**config.mk**
```make
export PLATFORM = sky130hd
export DESIGN_NAME = ref_clk_sel_ctrl
export DESIGN_NICKNAME = d
export VERILOG_FILES = /design/src/rtl/ref_clk_pkg.sv /design/src/rtl/onehot5_encoder.sv /design/src/rtl/ref_clk_sel_ctrl.sv
export SDC_FILE = /design/constraint.sdc
export NUM_CORES = 1
export LEC_CHECK = 0
export BUFFER_PORTS_ARGS = -buffer_cell sky130_fd_sc_hd__buf_4
export CAP_MARGIN = 20
export CORE_MARGIN = 2
export CORE_UTILIZATION = 52
export DETAILED_ROUTE_END_ITERATION = 16
export GPL_ROUTABILITY_DRIVEN = 0
export GPL_TIMING_DRIVEN = 0
export HOLD_SLACK_MARGIN = 0.03
export PLACE_DENSITY_LB_ADDON = 0.3
export SETUP_SLACK_MARGIN = 0.3
export SLEW_MARGIN = 10
export SYNTH_ARGS = -nofsm -noshare
export SYNTH_HDL_FRONTEND = slang
export SYNTH_SLANG_ARGS = --single-unit
export TNS_END_PERCENT = 30
```
**constraint.sdc**
```tcl
create_clock -name clk -period 2.1 [get_ports clk]
set_input_delay 0.21 -clock clk [delete_from_list [all_inputs] [get_ports clk]]
set_output_delay 0.21 -clock clk [all_outputs]
set_load 0.01 [all_outputs]
```
**src/rtl/ref_clk_pkg.sv**
```systemverilog
// ----------------------------------------------------------------------------
// ref_clk_pkg
// Shared types and constants for the reference-clock select controller:
//   state_t      - controller FSM states
//   err_cause_t  - recorded cause of the first select error
//   REF_CLK_SEL_DEFAULT / REF_CLK_SEL_MAX - reset select code and largest
//                  legal select code (0..4 = 32/64/128/256/512 division)
//   sel_is_legal - helper telling whether a requested code is in range
// ----------------------------------------------------------------------------
package ref_clk_pkg;

  typedef enum logic [1:0] {
    IDLE   = 2'd0,
    APPLY  = 2'd1,
    SETTLE = 2'd2,
    CHECK  = 2'd3
  } state_t;

  typedef enum logic [1:0] {
    NONE       = 2'b00,
    BAD_REQ    = 2'b01,
    MISMATCH   = 2'b10,
    NOT_ONEHOT = 2'b11
  } err_cause_t;

  localparam logic [2:0] REF_CLK_SEL_DEFAULT = 3'd1;
  localparam logic [2:0] REF_CLK_SEL_MAX     = 3'd4;

  function automatic logic sel_is_legal(input logic [2:0] sel);
    return (sel <= REF_CLK_SEL_MAX);
  endfunction

endpackage

```
**src/rtl/onehot5_encoder.sv**
```systemverilog
// ----------------------------------------------------------------------------
// onehot5_encoder
// Purely combinational encoder for the 5-bit tgate readback.
//   onehot    (in, 5)  : decoder readback; bit0 = 512 division, bit4 = 32
//   code      (out, 3) : select code of the asserted bit (bit4 -> 0 ... bit0 -> 4)
//   is_onehot (out, 1) : high only when exactly one bit is set
// When the input is not one-hot, code is 0 and must be ignored.
// ----------------------------------------------------------------------------
module onehot5_encoder (
  input  logic [4:0] onehot,
  output logic [2:0] code,
  output logic       is_onehot
);

  // Map each legal one-hot pattern to its select code.
  always_comb begin
    code      = 3'd0;
    is_onehot = 1'b0;
    case (onehot)
      5'b10000: begin code = 3'd0; is_onehot = 1'b1; end
      5'b01000: begin code = 3'd1; is_onehot = 1'b1; end
      5'b00100: begin code = 3'd2; is_onehot = 1'b1; end
      5'b00010: begin code = 3'd3; is_onehot = 1'b1; end
      5'b00001: begin code = 3'd4; is_onehot = 1'b1; end
      default:  begin code = 3'd0; is_onehot = 1'b0; end
    endcase
  end

endmodule

```
**src/rtl/ref_clk_sel_ctrl.sv**
```systemverilog
// ----------------------------------------------------------------------------
// ref_clk_sel_ctrl
// Drives the reference-clock division select to the tgate decoder, waits for
// it to settle, then verifies the one-hot readback. The readback is also
// monitored continuously while idle.
// Ports:
//   clk, rstn            : clock, asynchronous active-low reset
//   DVDD, DVSS           : local power pins, no logic function
//   wr_valid/wr_sel      : select-change request (held until wr_ready)
//   wr_ready             : high only in IDLE
//   ref_clk_sel          : registered select code to the decoder
//   tgate_control        : one-hot readback from the decoder
//   sel_status           : last verified select code
//   busy                 : a select change is in progress
//   sel_err/err_cause    : sticky error flag and cause of first error
//   err_clr              : clears sel_err/err_cause (a same-cycle error wins)
// Parameter SETTLE_CYCLES (1..15): cycles spent in SETTLE before CHECK.
// ----------------------------------------------------------------------------
module ref_clk_sel_ctrl
  import ref_clk_pkg::*;
#(
  parameter int unsigned SETTLE_CYCLES = 4
) (
  input  logic       clk,
  input  logic       rstn,
  inout  wire        DVDD,
  inout  wire        DVSS,
  input  logic       wr_valid,
  input  logic [2:0] wr_sel,
  output logic       wr_ready,
  output logic [2:0] ref_clk_sel,
  input  logic [4:0] tgate_control,
  output logic [2:0] sel_status,
  output logic       busy,
  output logic       sel_err,
  output logic [1:0] err_cause,
  input  logic       err_clr
);

  localparam logic [3:0] SETTLE_LOAD = 4'(SETTLE_CYCLES - 1);

  state_t     state_r, state_next_s;
  logic [3:0] cnt_r, cnt_next_s;
  logic [2:0] ref_sel_r, ref_sel_next_s;
  logic [2:0] status_r, status_next_s;
  logic       err_r, err_next_s;
  err_cause_t cause_r, cause_next_s;
  logic       wr_ready_r, busy_r;
  logic       first_r;
  logic       bad_req_s;
  logic       chk_en_s, chk_err_s;
  err_cause_t chk_cause_s;
  logic [2:0] enc_code_s;
  logic       enc_onehot_s;

  onehot5_encoder u_enc (
    .onehot    (tgate_control),
    .code      (enc_code_s),
    .is_onehot (enc_onehot_s)
  );

  // Next-state, settle counter and select-code update.
  always_comb begin
    state_next_s   = state_r;
    cnt_next_s     = cnt_r;
    ref_sel_next_s = ref_sel_r;
    bad_req_s      = 1'b0;
    case (state_r)
      IDLE: begin
        // wr_ready is exactly "state is IDLE", so wr_valid alone accepts here.
        if (wr_valid) begin
          state_next_s = APPLY;
          if (sel_is_legal(wr_sel)) begin
            ref_sel_next_s = wr_sel;
          end else begin
            ref_sel_next_s = REF_CLK_SEL_DEFAULT;
            bad_req_s      = 1'b1;
          end
        end else begin
          state_next_s = IDLE;
        end
      end
      APPLY: begin
        state_next_s = SETTLE;
        cnt_next_s   = SETTLE_LOAD;
      end
      SETTLE: begin
        if (cnt_r == 4'd0) begin
          state_next_s = CHECK;
        end else begin
          cnt_next_s = cnt_r - 4'd1;
        end
      end
      CHECK: begin
        state_next_s = IDLE;
      end
      default: begin
        state_next_s = IDLE;
        cnt_next_s   = 4'd0;
      end
    endcase
  end

  // Readback check; the very first cycle out of reset is skipped.
  always_comb begin
    chk_en_s      = ((state_r == IDLE) && !first_r) || (state_r == CHECK);
    status_next_s = status_r;
    chk_err_s     = 1'b0;
    chk_cause_s   = NONE;
    if (chk_en_s) begin
      if (!enc_onehot_s) begin
        chk_err_s   = 1'b1;
        chk_cause_s = NOT_ONEHOT;
      end else begin
        status_next_s = enc_code_s;
        if (enc_code_s != ref_sel_r) begin
          chk_err_s   = 1'b1;
          chk_cause_s = MISMATCH;
        end else begin
          chk_err_s   = 1'b0;
        end
      end
    end else begin
      chk_err_s = 1'b0;
    end
  end

  // Sticky error flag; a new error beats a simultaneous clear.
  always_comb begin
    err_next_s   = err_r;
    cause_next_s = cause_r;
    if (bad_req_s || chk_err_s) begin
      err_next_s = 1'b1;
      if (!err_r || err_clr) begin
        cause_next_s = bad_req_s ? BAD_REQ : chk_cause_s;
      end else begin
        cause_next_s = cause_r;
      end
    end else if (err_clr) begin
      err_next_s   = 1'b0;
      cause_next_s = NONE;
    end else begin
      err_next_s   = err_r;
      cause_next_s = cause_r;
    end
  end

  // FSM state register.
  always_ff @(posedge clk or negedge rstn) begin
    if (!rstn) begin
      state_r <= IDLE;
    end else begin
      state_r <= state_next_s;
    end
  end

  // Datapath and registered handshake/status outputs.
  always_ff @(posedge clk or negedge rstn) begin
    if (!rstn) begin
      cnt_r      <= 4'd0;
      ref_sel_r  <= REF_CLK_SEL_DEFAULT;
      status_r   <= REF_CLK_SEL_DEFAULT;
      err_r      <= 1'b0;
      cause_r    <= NONE;
      wr_ready_r <= 1'b1;
      busy_r     <= 1'b0;
      first_r    <= 1'b1;
    end else begin
      cnt_r      <= cnt_next_s;
      ref_sel_r  <= ref_sel_next_s;
      status_r   <= status_next_s;
      err_r      <= err_next_s;
      cause_r    <= cause_next_s;
      wr_ready_r <= (state_next_s == IDLE);
      busy_r     <= (state_next_s != IDLE);
      first_r    <= 1'b0;
    end
  end

  assign wr_ready    = wr_ready_r;
  assign busy        = busy_r;
  assign ref_clk_sel = ref_sel_r;
  assign sel_status  = status_r;
  assign sel_err     = err_r;
  assign err_cause   = cause_r;

endmodule

```
# ---- After elaboration in Yosys (flattened, before gate mapping)
# Index checks and enable logic that the tools add are counted.
dict set report totals {
  ff_bits 18
  latchBits 0
  ram_bits 0
  rom_bits 0
  mem_count 0
  output_inout_bits 13
  wordCells 62
}
dict set report classes {
  mul 0
  order_cmp 1
  n_shift 0
  div_mod_pow 0
  eq_ne 11
  n_reduce_logical 17
  muxes 23
  bitwise_logic 0
  add_sub_neg 1
}
# op count
set ops {}
lappend ops {{$mux 2} 8}
lappend ops {{$pmux 3 s4} 1}
lappend ops {{$mux 1} 10}
lappend ops {{$pmux 2 s4} 1}
lappend ops {{$pmux 4 s2} 1}
lappend ops {{$reduce_and 2->1} 4}
lappend ops {{$reduce_bool 2->1} 3}
lappend ops {{$eq 5x1->1 const B} 1}
lappend ops {{$eq 5x2->1 const B} 1}
lappend ops {{$eq 5x3->1 const B} 1}
lappend ops {{$eq 5x4->1 const B} 1}
lappend ops {{$eq 5x5->1 const B} 1}
lappend ops {{$reduce_or 5->1} 1}
lappend ops {{$eq 2x2->1 const B} 2}
lappend ops {{$logic_not 2->1} 2}
lappend ops {{$logic_not 4->1} 1}
lappend ops {{$mux 4} 1}
lappend ops {{$sub 4x1->4 const B} 1}
lappend ops {{$le 3x3->1 const B} 1}
lappend ops {{$logic_or 1x1->1} 3}
lappend ops {{$mux 3} 1}
lappend ops {{$ne 3x3->1} 1}
lappend ops {{$eq 2x1->1 const B} 1}
lappend ops {{$logic_not 1->1} 2}
lappend ops {{other kinds (3)} 3}

# ---- Longest topological paths before layout
# Gate-level depths: netlist of the first run.
dict set report logic_depth {
  word_depth 9
  mapped_depth 7
  mapped_depth_nobuf 7
}

# ---- By module
# A second synthesis of the first run with hierarchy kept.
dict set report hier_totals {
  cells_unflattened 106
  hier_area_um2 1054.8
}
# module instances area_each_um2 cells_each
set modules_own_cells {}
lappend modules_own_cells {ref_clk_sel_ctrl 1 949.7 91}
lappend modules_own_cells {onehot5_encoder 1 105.1 15}

# ---- Worst setup path before layout of the first run
# OpenSTA, ideal clock, no wires.
dict set report synth_path {
  path_type {reg2reg}
  from {reg state_r[0]}
  to {reg cause_r[0], in the netlist err_cause[0]}
  path_slack_ns 0.375
  setup_ns 0.087
  n_path_buf 0
  t_required_ns 2.013
  arrival_time_ns 1.639
  stages_incl_launch_ff 8
  cell_sequence {dfrtp_1 > inv_1 > ha_1 > nor2b_1 > or3b_2 > a21oi_1 > o31ai_1 > o211ai_1}
}
dict set report synth_between {
  elab_chain_cells 7
}
# element line_no
set synth_rtl {}
lappend synth_rtl {{from (decl)} ref_clk_sel_ctrl.sv:42} ;# state_t state_r, state_next_s;
lappend synth_rtl {{from (signal assigned)} ref_clk_sel_ctrl.sv:153} ;# state_r <= state_next_s;
lappend synth_rtl {{$logic_not 2->1} {ref_clk_sel_ctrl.sv:68, ref_clk_sel_ctrl.sv:106}}
lappend synth_rtl {{$logic_and 1x1->1} ref_clk_sel_ctrl.sv:106} ;# chk_en_s = ((state_r == IDLE) && !first_r) || (state_r == CHECK);
lappend synth_rtl {{$logic_or 1x1->1} ref_clk_sel_ctrl.sv:106}
lappend synth_rtl {{$mux 2 / $mux 1 (equally long branches)} ref_clk_sel_ctrl.sv:110} ;# if (chk_en_s) begin
lappend synth_rtl {{$mux 2 / $logic_or 1x1->1 (equally long branches)} {ref_clk_sel_ctrl.sv:135, ref_clk_sel_ctrl.sv:132}}
lappend synth_rtl {{$mux 2 (tied with other cells)} ref_clk_sel_ctrl.sv:134} ;# if (!err_r || err_clr) begin
lappend synth_rtl {{$mux 2 / $reduce_and 2->1 (equally long branches)} n/a}
lappend synth_rtl {{to (signal assigned)} ref_clk_sel_ctrl.sv:173} ;# cause_r <= cause_next_s;
lappend synth_rtl {{to (decl)} ref_clk_sel_ctrl.sv:47} ;# err_cause_t cause_r, cause_next_s;
# Parallel ways exist; a longest one is shown, timed or not. The select of a mux whose other input is x is not followed.
# A chain may end at the register's enable or synchronous reset.

# ---- Final worst setup path of the first run
dict set report layout_path {
  from {reg state_r[1]}
  to {reg cause_r[0], in the netlist err_cause[0]}
}
# Same word-level chain as after synthesis.

==> flow_summary.toml, run 1 <==
[timing]
fin_skew_ns = 0.004835
grt_setup_unrepaired = "yes"
slew_viol_final = 0
setup_violations = 0
period_share_pct = 81.94
finalSetupTns_ns = 0
untimed_endpoints = 2
fin_crit_ns = 1.721
hold_viol = 0
max_freq_mhz = 581.1

[global_route]
grt_pass1_vias = 933
grt_max_degree = 19
grt_usage_pct = 20.78
grt_pass1_wl_um = 4022
grt.overflow.total = 0
antenna_found_initial = 0

[placed_design]
placedCellCount = 157
numPortBuffers = 20
dp_hpwl_um = 1692
place_area_um2 = 1297

[cts]
cts_buffers = 3
cts_tree = "done"
cts_htree_levels = 1
cts_buffer_depth = 2
clkTransAtPathRegs_ns = 0.10
insertion_delay_ns = 0.29
root_buffer = "clkbuf_4"
clock_sinks = 18

[synth]
netlist_area_um2 = 1114
avgSynthCellArea_um2 = 10.12
synthFlopType = "dfrtp_1"
synth-seq-cells = 18
synthCells = 110
yosysSeqAreaShare_pct = 40.90
synth_nets = 131
synth-edff-count = 0
synth_warnings = 0
synthDistinctLibCells = 44
synth-async-reset-ratio_pct = 100.0

[power_and_ir_drop]
p_sw_share_pct = 38.73
pwr-share-clk_pct = 10.8
p_seq_share_pct = 37.6
power_per_cell_area_nw_per_um2 = 1218
peakVddDrop_mv = 0.8989
internal-power_mw = 1.033
p_comb_share_pct = 51.6
p_switching_mw = 0.6528
finalPower_mw = 1.686
leakage_nw = 0.6141

[die]
start_util_pct = 56.19
dieArea_um2 = 2528
coreArea_um2 = 1982
ios = 25
core.rowCount = 16
fp.dieH_um = 50.28
die_w_um = 50.28

[finish]
fin_util_pct = 69.82
drive_gt1_share_pct = 35.77
final_design_area_no_fill_um2 = 1384
area_delta_synth_final_pct = 24.27
stdcell_count = 164
diodes = 0
n_fill_cell = 147
nets = 159

[routing]
drtAntennaViolNets = 0
drt_wl_total_um = 2275
drt_pass1_iterations = 4
drc = 0
drt-vias-per-instance = 5.683
via_count = 932
wl_per_cell_um = 13.87
drt_iter0_markers = 19

[critical_path]
cp.arrival_ns = 1.94
crit_path_max_fanout = 4
critPathCaptureType = "flop"
cp-start-kind = "flop"
r2r_cells = 7
crit_type = "flop to flop"
worst_ep_required_time_ns = 2.32

[job]
max_cap_violations = 0

[min_path]
whs_path_depth = 3
hp-class = "input port to flop"

[outcome]
status = "finished clean"
==> power groups by stage <==
stage / Sequential (mW) / Combinational, mW / Clock (mW)
floorplan: 0.656 / 0.468 / 0
global placement: 0.629 / 0.743 / 0
detailed placement: 0.640 / 0.778 / 0
CTS: 0.626 / 0.826 / 0.188
global route: 0.657 / 0.974 / 0.202
finish: 0.633 / 0.870 / 0.182
==> cell usage in the layout, fill, tap and decap left out, types with 4 or more instances in the layout <==
cell / synthesis / final
buf_4: 0 / 22
dfrtp_1: 14 / 14
dfstp_2: 4 / 4
ha_1: 7 / 5
inv_1: 6 / 4
nand2_1: 6 / 6
nor2_1: 5 / 5
o21ai_0: 11 / 11
xnor2_1: 4 / 4
==> final timing paths <==
path / start / to / slack (ns)
setup / recovery: state_r[1] / err_cause[0] / 0.38
hold / removal: wr_valid / state_r[0] / 0.17
setup reg to reg: state_r[1] / err_cause[0] / 0.38
hold reg to reg: ref_clk_sel[0] / ref_clk_sel[0] / 0.52
max in group asynchronous: rstn / sel_status[0] / 1.54
min in group asynchronous: rstn / cnt_r[3] / 0.30
==> flip-flops by register name, indices dropped and copies added (netlist names) <==
signal,flops
err_cause,2
cnt_r,4
state_r,2
wr_ready,1
sel_status,3
sel_err,1
first_r,1
busy,1
ref_clk_sel,3
==> critical path, cell delays in order (launching register included) <==
cell and delay, ns:
dfrtp_1 0.42, inv_2 0.10, ha_4 0.15, nor2b_2 0.22
nor2_1 0.14, nor4_2 0.33, o31ai_1 0.11, o211ai_1 0.17
==> cell usage after synthesis, types with 3 or more instances <==
master    count  area [µm²]
a21oi_1       4       20.02
dfrtp_1      14       350.3
dfstp_2       4       105.1
ha_1          7       87.58
inv_1         6       22.52
mux2_2        3       33.78
nand2_1       6       22.52
nand2b_1      3       18.77
nor2_1        5       18.77
nor2b_1       4       25.02
nor3_1        3       15.01
o21ai_0      11       55.05
o31ai_1       3       22.52
xnor2_1       4       35.03
==> layout make-up <==
class | instances | area (µm²) | share of cell area, %
clock buffers | 4 | 26.28 | 1.899
plain buffers | 2 | 16.27 | 1.175
well taps | 27 | 33.78 | 2.441
multi-input cells | 84 | 654.4 | 47.29
flip-flops and latches | 18 | 455.4 | 32.91
repair buffers | 23 | 175.2 | 12.66
inverters | 6 | 22.52 | 1.627
==> per-layer routing <==
| layer | track usage [%] | part of all wire, % | vias to the layer above |
|---|---|---|---|
| li1 | - | - | 455 |
| met1 | 28.71 | 48 | 454 |
| met2 | 32.89 | 47 | 18 |
| met3 | 3.571 | 3.6 | 5 |
| met4 | 6.944 | 1.3 | 0 |
| met5 | 0 | 0 | - |
==> cells by family (layout without fill, tap and decap cells) <==
group	Yosys count	count (layout)	synth area share (%)
mux	3	3	3.033
fa+ha+maj	7	7	7.865
buf+inv	8	35	3.482
flops	18	18	40.90
other cells	1	1	0.3368
compound gates	29	29	17.75
xor+xnor	5	5	3.932
simple gates	39	39	22.70
==> per-stage QoR <==
| stage | hold slack (ns) | setup slack [ns] |
|---|---|---|
| detailed placement | 0.08950 | 0.2140 |
| finish | 0.1699 | 0.3793 |
| global placement | 0.08635 | 0.2672 |
| global route | 0.1763 | 0.2842 |
| floorplan | -0.08559 | 0.3749 |
| CTS | 0.1624 | 0.3108 |
==> timing repair <==
item,CTS,global route
buffers inserted,2,0
hold buffers,1,0
setup endpoints to repair,1,4
resized for setup,2,8
pin swaps,0,3
endpoints found under the hold margin,18,0
Note: power is estimated with default switching activity, not from simulation.
==> inputs of run 2 (changes only) <==
--- a/config.mk
+++ b/config.mk
@@ -5,10 +5,11 @@
 export SDC_FILE = /design/constraint.sdc
 export NUM_CORES = 1
 export LEC_CHECK = 0
+export ABC_AREA = 1
 export BUFFER_PORTS_ARGS = -buffer_cell sky130_fd_sc_hd__buf_4
 export CAP_MARGIN = 20
 export CORE_MARGIN = 2
-export CORE_UTILIZATION = 52
+export CORE_UTILIZATION = 51
 export DETAILED_ROUTE_END_ITERATION = 16
 export GPL_ROUTABILITY_DRIVEN = 0
 export GPL_TIMING_DRIVEN = 0
==> constraint.sdc (replaced) <==
create_clock -name clk -period 1.7 [get_ports clk]
set_input_delay 0.17 -clock clk [delete_from_list [all_inputs] [get_ports clk]]
set_output_delay 0.17 -clock clk [all_outputs]
set_load 0.01 [all_outputs]
==> flow_summary.toml, run 2 <==
[critical_path]
worst_ep_required_time_ns = 1.87
cp-start-kind = "flop"
crit_type = "flop to flop"
crit_path_max_fanout = 4
critPathTopFamily = "flip-flops"
slowest_delay_ns = 0.42
crit_buf_inv = 3
cp_slowest_cell = "dfrtp_1"
worst_path_most_repeated_cell = "buf_4"
worst-path-stages = 7
cp.arrival_ns = 1.61
critPathCaptureType = "flop"
r2r_cells = 7
crit_chain = "buf_4 -> ha_4 -> inv_2 -> nor2_4 -> buf_4 -> a21oi_1 -> o21ai_0"

[routing]
via_count = 990
drc = 0
drt_wl_total_um = 2576
drtAntennaViolNets = 0
drt_pass1_iterations = 4
drt-vias-per-instance = 5.183
wl_per_cell_um = 13.49
drt_iter0_markers = 35

[die]
coreArea_um2 = 1942
dieArea_um2 = 2395
die_w_um = 48.94
fp.dieH_um = 48.94
start_util_pct = 53.03
core.rowCount = 16
ios = 25

[power_and_ir_drop]
internal-power_mw = 1.405
p_sw_share_pct = 41.84
power_per_cell_area_nw_per_um2 = 1712
p_switching_mw = 1.011
leakage_nw = 0.7237
peakVddDrop_mv = 1.146
p_comb_share_pct = 56.8
p_seq_share_pct = 31.9
pwr-share-clk_pct = 11.2

[cts]
cts_buffer_depth = 2
clock_sinks = 18
cts_buffers = 3
insertion_delay_ns = 0.30
root_buffer = "clkbuf_4"
clkTransAtPathRegs_ns = 0.11
cts_htree_levels = 1
cts_tree = "done"

[synth]
yosys.area.top_type = "dfrtp_1"
synthFlopType = "dfrtp_1"
synth.area.top_cells = "dfrtp_1 (34%), dfstp_2 (10%), ha_1 (8.5%)"
synthDistinctLibCells = 22
synth_warnings = 0
synth_nets = 148
synth_top_area_share_pct = 34.02
synth-async-reset-ratio_pct = 100.0
synth-seq-cells = 18
synthTopCellsByCount = "inv_1 (22), nand2_1 (19), dfrtp_1 (14)"
yosysSeqAreaShare_pct = 44.23
avgSynthCellArea_um2 = 8.108
synthCells = 127
synth_most_common_cell = "inv_1"
netlist_area_um2 = 1030
synth-edff-count = 0

[placed_design]
placedCellCount = 176
numPortBuffers = 22
dp_hpwl_um = 1575

[timing]
setup_violations = 0
fin_skew_ns = 0.003162
period_share_pct = 85.07
untimed_endpoints = 2
hold_viol = 0
slew_viol_final = 0
grt_setup_unrepaired = "yes"
finalSetupTns_ns = 0
max_freq_mhz = 691.4
fin_crit_ns = 1.446

[finish]
stdcell_count = 191
final_cell_mix = "buf_4 (31), nand2_1 (17), inv_1 (14), dfrtp_1 (14)"
n_fill_cell = 156
final_common_cell = "buf_4"
area_delta_synth_final_pct = 37.06
largest_register = "cnt_r"
largest_reg_flops = 4
drive_gt1_share_pct = 43.90
diodes = 0
nets = 186

[global_route]
grt_pass1_vias = 955
grt.overflow.total = 0
antenna_found_initial = 0
grt_max_degree = 19
grt_usage_pct = 21.55
grt_pass1_wl_um = 3988

[job]
max_cap_violations = 0

[min_path]
whs_path_depth = 3
hp-class = "input port to flop"

[outcome]
status = "finished clean"
[run 2: cell count changes in the layout (fill, tap and decap cells not counted), moves of 4 or more]
cell,previous run,this run
inv_2,2,10
a21oi_1,3,7
o21ai_0,11,6
nand2_1,6,17
buf_4,22,31
nor2_1,5,10
nand2_2,0,6
xnor2_1,4,0
inv_1,4,14
nor2_2,0,6
nand3_1,0,9
[run 2: cell type report]
| cell class | instances | area [µm²] | share of cell area, % |
|---|---|---|---|
| inverters | 24 | 90.09 | 6.383 |
| clock buffers | 4 | 36.28 | 2.571 |
| multi-input cells | 85 | 541.8 | 38.39 |
| well taps | 27 | 33.78 | 2.394 |
| flip-flops and latches | 18 | 455.4 | 32.27 |
| repair buffers | 33 | 254.0 | 18.00 |
[run 2: routing by layer]
layer  wire length (µm)  GRT usage (%)
met1               1032          27.36
met5                  0              0
met3                155          2.454
met4                 31          7.143
met2               1357          38.13
[run 2: path summary, 6_finish.rpt]
check | from | end | slack (ns)
min reg2reg | err_cause[0] | err_cause[0] | 0.48
max in group asynchronous | rstn | first_r | 1.18
min | wr_sel[0] | ref_clk_sel[0] | 0.14
min in group asynchronous | rstn | ref_clk_sel[1] | 0.27
max | state_r[1] | cnt_r[0] | 0.25
max reg2reg | state_r[1] | cnt_r[0] | 0.25
[run 2: metrics by stage]
| stage | utilization [%] | worst slack, ns | hold WS (ns) | instance area (µm²) | power, mW |
|---|---|---|---|---|---|
| 6_report | 72.68 | 0.2537 | 0.1377 | 1411 | 2.416 |
| 5_1_grt | 72.68 | 0.2012 | 0.1281 | 1411 | 2.569 |
| 4_1_cts | 70.81 | 0.2718 | 0.1345 | 1375 | 2.225 |
| 3_5_place_dp | 63.53 | 0.1464 | 0.05011 | 1234 | 1.702 |
| 3_3_place_gp | 63.53 | 0.2065 | 0.04942 | 1234 | 1.643 |
| 2_1_floorplan | - | 0.3105 | -0.1256 | 1035 | 1.356 |
[run 2: logic make-up after synthesis]
logic type,synth area share (%)
and+or+nand+nor,27.22
buffers and inverters,8.749
adders and majority gates,8.505
AOI/OAI and AO/OA,10.94
DFF,44.23
other,0.3642
[run 2: repair_timing]
action                                  CTS  global route
buffers inserted                          7             3
resized for setup                        15             7
endpoints found under the setup margin    9             9
hold buffers                              1             0
pin swaps                                 5             4
hold endpoints to repair                 18             0
[run 2: power groups by stage]
stage          logic [mW]  registers, mW  clock network, mW
6_report             1.37          0.772              0.271
5_1_grt              1.48          0.788              0.301
4_1_cts              1.18          0.774              0.272
3_5_place_dp        0.924          0.778                  0
3_3_place_gp        0.876          0.767                  0
2_1_floorplan       0.543          0.813                  0
[run 2: worst min-delay path: cells and delay by family]
kind	cells	cell delay, ns
AO/OA/AOI/OAI	2	0.15
buffers and inverters	1	0.08
